$ cat config.mk
export PLATFORM = sky130hd
export DESIGN_NAME = serial_ha_adder_ctrl
export DESIGN_NICKNAME = d
export VERILOG_FILES = /design/src/rtl/serial_ha_adder_ctrl.sv
export SDC_FILE = /design/constraint.sdc
export NUM_CORES = 1
export LEC_CHECK = 0
export ABC_AREA = 1
export CORE_ASPECT_RATIO = 1.2
export CORE_MARGIN = 3
export CORE_UTILIZATION = 29
export CTS_BUF_LIST = sky130_fd_sc_hd__clkbuf_8
export CTS_CLUSTER_SIZE = 8
export DETAILED_ROUTE_END_ITERATION = 6
export HOLD_SLACK_MARGIN = 0.05
export PLACE_DENSITY = 0.59
export SLEW_MARGIN = 25
export SYNTH_ARGS = -nofsm -noshare
export SYNTH_HDL_FRONTEND = slang
export SYNTH_SLANG_ARGS = --single-unit
$ cat constraint.sdc
create_clock -name clk -period 2.9 [get_ports clk]
set_input_delay 0.58 -clock clk [delete_from_list [all_inputs] [get_ports clk]]
set_output_delay 0.58 -clock clk [all_outputs]
set_load 0.01 [all_outputs]
$ cat src/rtl/serial_ha_adder_ctrl.sv
// serial_ha_adder_ctrl: bit-serial adder sequencing one shared half adder, two passes per bit
module half_adder (
  input  logic x,
  input  logic y,
  output logic s,
  output logic c
);
  assign s = x ^ y;
  assign c = x & y;
endmodule

module serial_ha_adder_ctrl #(
  parameter int WIDTH = 8
) (
  input  logic             clk,
  input  logic             rst,
  input  logic             start,
  input  logic [WIDTH-1:0] a,
  input  logic [WIDTH-1:0] b,
  input  logic             cin,
  output logic             busy,
  output logic             done,
  output logic [WIDTH-1:0] sum,
  output logic             cout
);
  localparam int IW = WIDTH > 1 ? $clog2(WIDTH) : 1;
  typedef enum logic [1:0] {IDLE, PH1, PH2, DONE} state_t;
  state_t state_q, state_d;
  logic [WIDTH-1:0] a_q, a_d, b_q, b_d, res_q, res_d, sum_q, sum_d;
  logic [IW-1:0] idx_q, idx_d;
  logic carry_q, carry_d, s1_q, s1_d, c1_q, c1_d, cout_q, cout_d;
  logic ha_x, ha_y, ha_s, ha_c;
  assign ha_x = state_q == PH1 ? a_q[0] : s1_q;
  assign ha_y = state_q == PH1 ? b_q[0] : carry_q;
  half_adder u_ha (.x(ha_x), .y(ha_y), .s(ha_s), .c(ha_c));
  always_ff @(posedge clk or posedge rst) begin
    if (rst) begin
      state_q <= IDLE;
      a_q     <= '0;
      b_q     <= '0;
      res_q   <= '0;
      sum_q   <= '0;
      idx_q   <= '0;
      carry_q <= 1'b0;
      s1_q    <= 1'b0;
      c1_q    <= 1'b0;
      cout_q  <= 1'b0;
    end else begin
      state_q <= state_d;
      a_q     <= a_d;
      b_q     <= b_d;
      res_q   <= res_d;
      sum_q   <= sum_d;
      idx_q   <= idx_d;
      carry_q <= carry_d;
      s1_q    <= s1_d;
      c1_q    <= c1_d;
      cout_q  <= cout_d;
    end
  end
  always_comb begin
    state_d = state_q;
    a_d     = a_q;
    b_d     = b_q;
    res_d   = res_q;
    sum_d   = sum_q;
    idx_d   = idx_q;
    carry_d = carry_q;
    s1_d    = s1_q;
    c1_d    = c1_q;
    cout_d  = cout_q;
    case (state_q)
      IDLE: if (start) begin
        a_d     = a;
        b_d     = b;
        carry_d = cin;
        idx_d   = '0;
        state_d = PH1;
      end
      PH1: begin
        s1_d    = ha_s;
        c1_d    = ha_c;
        state_d = PH2;
      end
      PH2: begin
        res_d   = (res_q >> 1) | (WIDTH'(ha_s) << (WIDTH - 1));
        carry_d = c1_q | ha_c;
        a_d     = a_q >> 1;
        b_d     = b_q >> 1;
        idx_d   = idx_q + 1'b1;
        state_d = PH1;
        if (idx_q == IW'(WIDTH - 1)) begin
          sum_d   = res_d;
          cout_d  = carry_d;
          idx_d   = idx_q;
          state_d = DONE;
        end
      end
      default: state_d = IDLE;
    endcase
  end
  assign busy = state_q == PH1 || state_q == PH2;
  assign done = state_q == DONE;
  assign sum  = sum_q;
  assign cout = cout_q;
endmodule
==> run_results.csv, run 1 <==
group,metric,value,unit
run_status,status,"finished clean",
finish,utilization,38.17,%
logic_synthesis,synth_common_cells,"nand2_1, dfrtp_1, o21ai_0",
timing,max_freq,445.2,MHz
floorplanning,start_util,30.78,%
cts,cts_setup_buffers,0,
global_route,grt-ovfl-total,0,
logic_synthesis,yosys_warnings,0,
logic_synthesis,synth_seq_area_share,52.08,%
timing,final.setup.tns,0,ps
cts,root_buffer,"clkbuf_8",
cts,clk_path_buf_depth,2,
worst_setup_path,required,2320,ps
floorplanning,row_count,31,
global_route,antenna_found_initial,0,
cts,insertion_delay,300,ps
global_route,grt_pass1_vias,1457,
logic_synthesis,syn_nets,266,
logic_synthesis,synthFlopType,"dfrtp_1",
worst_setup_path,start_kind,"flop",
finish,area_growth,24.02,%
worst_hold_path,hp-class,"reg2reg",
floorplanning,core,6245,µm²
timing,rsz0062_at_grt,"false",
pwr,p_leak,1.242,nW
routing,route.detailed.drc,0,
flow_run,maxCapViolCount,0,
place,port_buffers,30,
worst_setup_path,crit_type,"reg2out",
cts,cts_htree_levels,2,
place,dp_hpwl,2493,µm
place,placed_cells,343,
routing,drtIter0Drc,72,
global_route,grt_max_degree,41,
floorplanning,fp.dieW,80.32,µm
timing,period_minus_slack,2246,ps
finish,diodes,0,
routing,via_per_inst,4.265,
logic_synthesis,synth_area_leaders,"dfrtp_1, nand2_1, ha_1",
worst_setup_path,cp_max_fo,6,
timing,final_max_slew_viol_count,0,
routing,wl,3684,µm
floorplanning,die_area,7644,µm²
place,place_area,2267,µm²
floorplanning,top_level_ports,31,
pwr,vdd_drop_max,0.0003735,V
logic_synthesis,synth.most_common_cell,"nand2_1",
place,place_congestion,0.6880,
routing,via_count,1497,
cts,cts_made_buffers,5,
timing,worstMarginPinSlew,505.8,ps
global_route,grt_usage,10.95,%
logic_synthesis,ys_ff_latch,40,
logic_synthesis,syn_inst,238,
timing,relSlewSlack,66.28,%
worst_setup_path,cp.arrival,1670,ps
timing,finalClockSkew,8.280,ps
logic_synthesis,netlist_area,1922,µm²
logic_synthesis,yosysTopAreaCellShare,52.08,%
cts,clkTransAtPathRegs,80,ps
cts,cts_tree,"yes",
global_route,grt_pass1_wl,6520,µm
logic_synthesis,synth_edf_count,0,
finish,nFillCells,663,
timing,finalSetupViolations,0,
pwr,fin_total_pwr,0.002105,W
logic_synthesis,async_reset_ff_share,100.0,%
timing,period_share,77.46,%
floorplanning,fp.dieH,95.18,µm
finish,nNetsFinal,296,
routing,wire_per_inst,10.50,µm
routing,antenna_left,0,
finish,drive_gt1_share,6.320,%
routing,drtPass1Iterations,4,
cts,clock-sinks,40,
worst_setup_path,crit_path_end_kind,"output pin",
logic_synthesis,avgSynthCellArea,8.075,µm²
pwr,p_per_area,883.2,nW/µm²
cts,postCtsHoldBufs,0,
cts,cts_resized,0,
finish,fin_area,2384,µm²
timing,hold_viol,0,
logic_synthesis,synth_cell_types,15,
logic_synthesis,yosysTopAreaCell,"dfrtp_1",
finish,instances_no_fill,351,
[final timing paths]
path,startpoint,endpoint,slack (ps),depth (start not counted)
hold / removal,c1_q,c1_q,480,2
min in group asynchronous,rst,sum[2],690,3
setup / recovery,state_q[0],busy,650,3
hold reg to reg,c1_q,c1_q,480,2
max in group asynchronous,rst,state_q[1],1840,3
setup reg to reg,state_q[0],state_q[0],980,7
[worst max-delay path: stages, from the launching register on]
cell and delay, ps:
dfrtp_1 450, inv_1 110, ha_1 290, clkdlybuf4s50_1 530
[cell type report]
type	count	area [µm²]	share of cell area [%]
Sequential cell	40	1001	41.99
Multi-Input combinational cell	170	768.2	32.23
Timing Repair Buffer	33	322.8	13.54
Tap cell	82	102.6	4.304
Inverter	18	72.57	3.045
Clock buffer	5	68.82	2.887
Clock inverter	3	47.55	1.995
[power breakdown]
| part | internal [W] | switching [W] |
|---|---|---|
| sequential | 0.000732 | 0.0000962 |
| combinational | 0.000288 | 0.000520 |
| clock | 0.000259 | 0.000209 |
[cells by family (layout without fill, tap and decap cells)]
kind of cell	after synthesis	count (layout)	synth area share, %
flip-flops	40	40	52.08
AND/OR/NAND/NOR	141	141	29.30
buffers and inverters	28	59	7.942
adder cells (fa/ha/maj)	8	8	5.209
AO/OA/AOI/OAI	21	21	5.469
[metal layers]
| layer | vias up | GRT usage (%) | wire length, µm |
|---|---|---|---|
| li1 | 788 | - | - |
| met1 | 675 | 12.96 | 1641 |
| met2 | 28 | 18.85 | 1823 |
| met3 | 6 | 2.930 | 157 |
| met4 | 0 | 4.225 | 61 |
| met5 | - | 0 | 0 |
[state kept, by name, summed over array words and instances, names as in the netlist]
name	count
c1_q	1
sum	8
s1_q	1
a_q	8
res_q	7
state_q	2
b_q	8
idx_q	3
cout	1
carry_q	1
[layout by cell type (no fill, tap or decap), types with 2 or more instances in the layout]
| cell | n |
|---|---|
| o21ai_0 | 20 |
| nand3_1 | 9 |
| clkinv_4 | 2 |
| nand2_2 | 2 |
| nand2_1 | 125 |
| clkbuf_8 | 5 |
| nor2_1 | 2 |
| ha_1 | 8 |
| clkdlybuf4s50_1 | 30 |
| dfrtp_1 | 40 |
| inv_1 | 17 |
| buf_4 | 3 |
| nand2_4 | 2 |
[through the flow]
stage | hold WS [ps] | setup slack [ps]
6_report | 478.3 | 653.6
5_1_grt | 506.2 | 559.1
4_1_cts | 486.4 | 632.5
3_5_place_dp | 465.1 | 948.8
3_3_place_gp | 456.5 | 1012
2_1_floorplan | 442.6 | 1402
(Power assumes the default switching activity.)
==> run 2, diff against run 1 <==
Settings changed: PLACE_DENSITY 0.59 to 0.6.
Clock period 2.9 ns to 1.98 ns, I/O delays scaled along.
==> run_results.csv, run 2 (synthesis results as in run 1) <==
group,metric,value,unit
cts,cts_htree_levels,2,
timing,period_minus_slack,1899,ps
cts,clk_path_buf_depth,2,
worst_setup_path,r2r-end,"carry_q",
pwr,clock_power_share,22.0,%
pwr,p_per_area,1299,nW/µm²
cts,clkTransAtPathRegs,80,ps
worst_setup_path,crit_type,"reg2out",
routing,via_per_inst,4.241,
floorplanning,core,6245,µm²
routing,via_count,1497,
global_route,grt_pass1_wl,6444,µm
routing,wl_met1,1728,µm
floorplanning,fp.dieH,95.18,µm
pwr,p_leak,1.258,nW
floorplanning,top_level_ports,31,
worst_hold_path,hold_path_depth,2,
finish,layout_common_cells,"nand2_1, dfrtp_1, clkdlybuf4s50_1",
worst_hold_path,min_from,"b_q[7]",
worst_setup_path,cp.arrival,1500,ps
routing,wl,3731,µm
routing,wire_per_inst,10.57,µm
cts,cts_tree,"yes",
pwr,swShare,39.17,%
worst_setup_path,start_kind,"flop",
cts,clock-sinks,40,
pwr,power.switching,0.001220,W
pwr,vdd_drop_max,0.0005258,V
worst_hold_path,min_to,"b_q[7]",
place,place_area,2267,µm²
routing,dr_wl_met2,1799,µm
timing,rsz0062_at_grt,"false",
global_route,grt_pass1_vias,1459,
worst_setup_path,rr_startpoint,"state_q[0]",
place,port_buffers,30,
place,dp_hpwl,2558,µm
timing,max_freq,526.5,MHz
routing,antenna_left,0,
worst_setup_path,cp_max_fo,5,
pwr,internal_power,0.001896,W
worst_setup_path,required,1580,ps
timing,finalSetupViolations,0,
global_route,antenna_found_initial,0,
timing,setup_ws,80.58,ps
pwr,comb_power_share,39.6,%
timing,relSlewSlack,66.44,%
finish,drive_gt1_share,7.011,%
pwr,fin_total_pwr,0.003116,W
flow_run,maxCapViolCount,0,
global_route,grt_max_degree,41,
worst_setup_path,crit_path_end_kind,"output pin",
timing,worstMarginPinSlew,503.4,ps
routing,wl_met3,148,µm
place,place_congestion,0.7724,
pwr,pwr-share-seq,38.4,%
floorplanning,die_area,7644,µm²
routing,drtPass1Iterations,4,
finish,area_growth,24.87,%
floorplanning,row_count,31,
global_route,grt_usage,10.78,%
timing,period_share,95.93,%
finish,utilization,38.43,%
worst_hold_path,hp-class,"reg2reg",
routing,top_layer_used,"met4",
floorplanning,start_util,30.78,%
cts,postCtsHoldBufs,0,
cts,root_buffer,"clkbuf_8",
routing,drtIter0Drc,81,
global_route,grt-ovfl-total,0,
timing,hold_viol,0,
finish,diodes,0,
run_status,status,"finished clean",
finish,layout_commonest_cell,"nand2_1",
finish,fin_area,2400,µm²
finish,nNetsFinal,298,
worst_setup_path,reg2reg_depth,9,
cts,cts_made_buffers,5,
timing,finalClockSkew,5.293,ps
timing,final.setup.tns,0,ps
routing,route.detailed.drc,0,
worst_setup_path,rrSetupSlack,270,ps
floorplanning,fp.dieW,80.32,µm
timing,final_max_slew_viol_count,0,
cts,insertion_delay,300,ps
place,dp_slack,171.2,ps
[run 2: changes by cell type in the layout (fill, tap and decap cells not counted)]
cell             change
buf_4                +2
clkdlybuf4s50_1      -1
clkinv_4             -2
clkinvlp_4           +1
dlymetal6s2s_1       +1
inv_6                +1
[run 2: routing by layer]
metal | GRT usage [%] | up-vias
met5 | 0 | -
met4 | 3.803 | 0
met3 | 3.119 | 5
met2 | 18.78 | 27
met1 | 12.55 | 678
li1 | - | 787
[run 2: power groups by stage]
stage	clock network [W]	registers [W]	logic (W)
4_1_cts	0.000710	0.00120	0.00127
2_1_floorplan	0	0.00119	0.00101
5_1_grt	0.000741	0.00123	0.00143
6_report	0.000685	0.00120	0.00124
3_3_place_gp	0	0.00122	0.00120
3_5_place_dp	0	0.00123	0.00122
[run 2: worst max path at each step]
stage / startpoint / end / slack (ps) / cells past startpoint
floorplan: state_q[1] / carry_q / 520 / 10
detailed placement: state_q[0] / idx_q[1] / 170 / 6
global route: state_q[0] / done / 50 / 3
global placement: state_q[0] / idx_q[0] / 240 / 6
CTS: state_q[0] / busy / 20 / 3
finish: state_q[0] / done / 80 / 3
[run 2: worst max-delay path, stage by stage, from the launching register on]
cell and delay [ps]:
dfrtp_1 390, buf_4 160, ha_1 190, clkdlybuf4s50_1 470
[run 2: layout make-up]
cell class,instances,area (µm²)
inverter,18,72.57
multi-input combinational,170,768.2
sequential,40,1001
tap,82,102.6
clock buffer,5,68.82
fill,651,3845
timing repair buffer,35,340.3
clock inverter,3,46.29
[run 2: through the flow]
stage | std cells | hold slack (ps)
after detailed placement | 343 | 465.1
after global routing | 353 | 502.4
after CTS | 353 | 485.6
after floorplan | 238 | 442.6
after global placement | 343 | 461.6
final | 353 | 483.8
[run 2: timing repair]
item                                    in CTS  in global routing
endpoints found under the setup margin       1                  1
buffers inserted                             2                  0
endpoints found under the hold margin        0                  0
gates resized for setup                      0                  1
==> run 3, diff against run 2 <==
==> constraint.sdc (replaced) <==
create_clock -name clk -period 1.98 [get_ports clk]
set_input_delay 0.594 -clock clk [delete_from_list [all_inputs] [get_ports clk]]
set_output_delay 0.594 -clock clk [all_outputs]
set_load 0.01 [all_outputs]
==> run_results.csv, run 3 (synthesis results as in run 1) <==
group,metric,value,unit
run_status,status,"finished clean",
finish,utilization,38.23,%
timing,period_minus_slack,1867,ps
finish,layout_commonest_cell,"nand2_1",
global_route,grt_max_degree,41,
global_route,grt_pass1_vias,1371,
global_route,grt_pass1_wl,6072,µm
cts,root_buffer,"clkbuf_8",
floorplanning,fp.dieH,95.18,µm
place,place_congestion,0.7294,
finish,area_growth,24.22,%
timing,hold_viol,0,
routing,via_per_inst,4.288,
floorplanning,top_level_ports,31,
worst_hold_path,hp-class,"reg2reg",
floorplanning,die_area,7644,µm²
floorplanning,row_count,31,
pwr,p_per_area,1232,nW/µm²
finish,drive_gt1_share,7.353,%
timing,period_share,94.29,%
cts,cts_made_buffers,5,
routing,drtIter0Drc,65,
floorplanning,core,6245,µm²
timing,final_max_slew_viol_count,0,
timing,relSlewSlack,64.84,%
worst_hold_path,hold_path_depth,2,
global_route,grt-ovfl-total,0,
worst_setup_path,reg2reg_depth,6,
global_route,antenna_found_initial,0,
finish,nNetsFinal,299,
worst_setup_path,cp_max_fo,3,
timing,final.setup.tns,0,ps
routing,antenna_left,0,
cts,postCtsHoldBufs,0,
routing,wl,3572,µm
timing,finalClockSkew,2.001,ps
timing,finalSetupViolations,0,
cts,insertion_delay,280,ps
floorplanning,fp.dieW,80.32,µm
cts,clk_path_buf_depth,2,
cts,cts_htree_levels,2,
timing,worstMarginPinSlew,527.3,ps
place,dp_hpwl,2533,µm
worst_setup_path,crit_path_end_kind,"output pin",
routing,wire_per_inst,10.09,µm
worst_setup_path,crit_type,"reg2out",
cts,clock-sinks,40,
finish,layout_common_cells,"nand2_1, dfrtp_1, clkdlybuf4s50_1",
global_route,grt_usage,10.19,%
timing,max_freq,535.7,MHz
pwr,p_leak,1.256,nW
cts,clkTransAtPathRegs,80,ps
floorplanning,start_util,30.78,%
worst_setup_path,cp.arrival,1270,ps
finish,nFillCells,672,
routing,via_count,1518,
routing,drtPass1Iterations,4,
pwr,vdd_drop_max,0.0004430,V
worst_setup_path,required,1390,ps
routing,route.detailed.drc,0,
timing,rsz0062_at_grt,"false",
flow_run,maxCapViolCount,0,
cts,cts_tree,"yes",
worst_setup_path,start_kind,"flop",
finish,diodes,0,
place,port_buffers,30,
run 3: cell count changes in the layout (fill, tap and decap cells not counted):
cell	before	now
dlygate4sd2_1	0	2
clkdlybuf4s50_1	29	28
buf_12	0	1
bufinv_16	1	0
clkinv_4	0	1
clkinvlp_4	1	0
dlymetal6s2s_1	1	0
clkinv_2	0	2
inv_6	2	1
run 3: cell type report:
class | count | area, µm² | share of cell area, %
Clock buffer | 5 | 68.82 | 2.883
Clock inverter | 3 | 18.77 | 0.7862
Inverter | 18 | 72.57 | 3.040
Multi-Input combinational cell | 170 | 768.2 | 32.18
Sequential cell | 40 | 1001 | 41.93
Tap cell | 82 | 102.6 | 4.298
Timing Repair Buffer | 36 | 355.3 | 14.88
run 3: timing repair:
action                                  in CTS  in global routing
endpoints found under the hold margin        0                  0
resized for setup                            2                  0
endpoints found under the setup margin       2                  0
setup buffers                                0                  0
run 3: routing by layer:
metal / GRT usage (%) / vias to the layer above / part of all wire, %
li1: - / 795 / -
met1: 12.03 / 685 / 45
met2: 17.54 / 33 / 48
met3: 3.119 / 5 / 5.5
met4: 3.380 / 0 / 1.4
met5: 0 / - / 0
run 3: through the flow:
| stage | hold slack, ps | setup slack, ps | instance area [µm²] | power [W] | instances |
|---|---|---|---|---|---|
| after floorplan | 442.6 | 468.4 | 1922 | 0.002203 | 238 |
| after global placement | 461.4 | 189.5 | 2302 | 0.002462 | 346 |
| after detailed placement | 465.5 | 183.9 | 2302 | 0.002486 | 346 |
| after CTS | 486.7 | 101.4 | 2387 | 0.003009 | 354 |
| after global routing | 502.0 | 34.24 | 2387 | 0.003250 | 354 |
| final | 482.2 | 113.2 | 2387 | 0.002942 | 354 |
run 3: worst paths after layout:
kind                                  from  endpoint  slack, ps
worst max-delay path            state_q[0]      busy        110
worst min-delay path               carry_q   carry_q        480
worst max register to register  state_q[0]  idx_q[1]        210
worst min register to register     carry_q   carry_q        480
max in group asynchronous              rst      s1_q       1130
min in group asynchronous              rst    sum[2]        650
run 3: critical path, cell delays in order (launching register included):
cell           delay [ps]
dfrtp_1               380
inv_1                 100
ha_1                  230
dlygate4sd2_1         280
run 3: power breakdown:
part	internal, W	leakage [nW]	switching, W
Clock	0.000245	0.0479	0.000282
Combinational	0.000439	0.680	0.000787
Sequential	0.00107	0.528	0.000115
Total	0.00176	1.26	0.00118
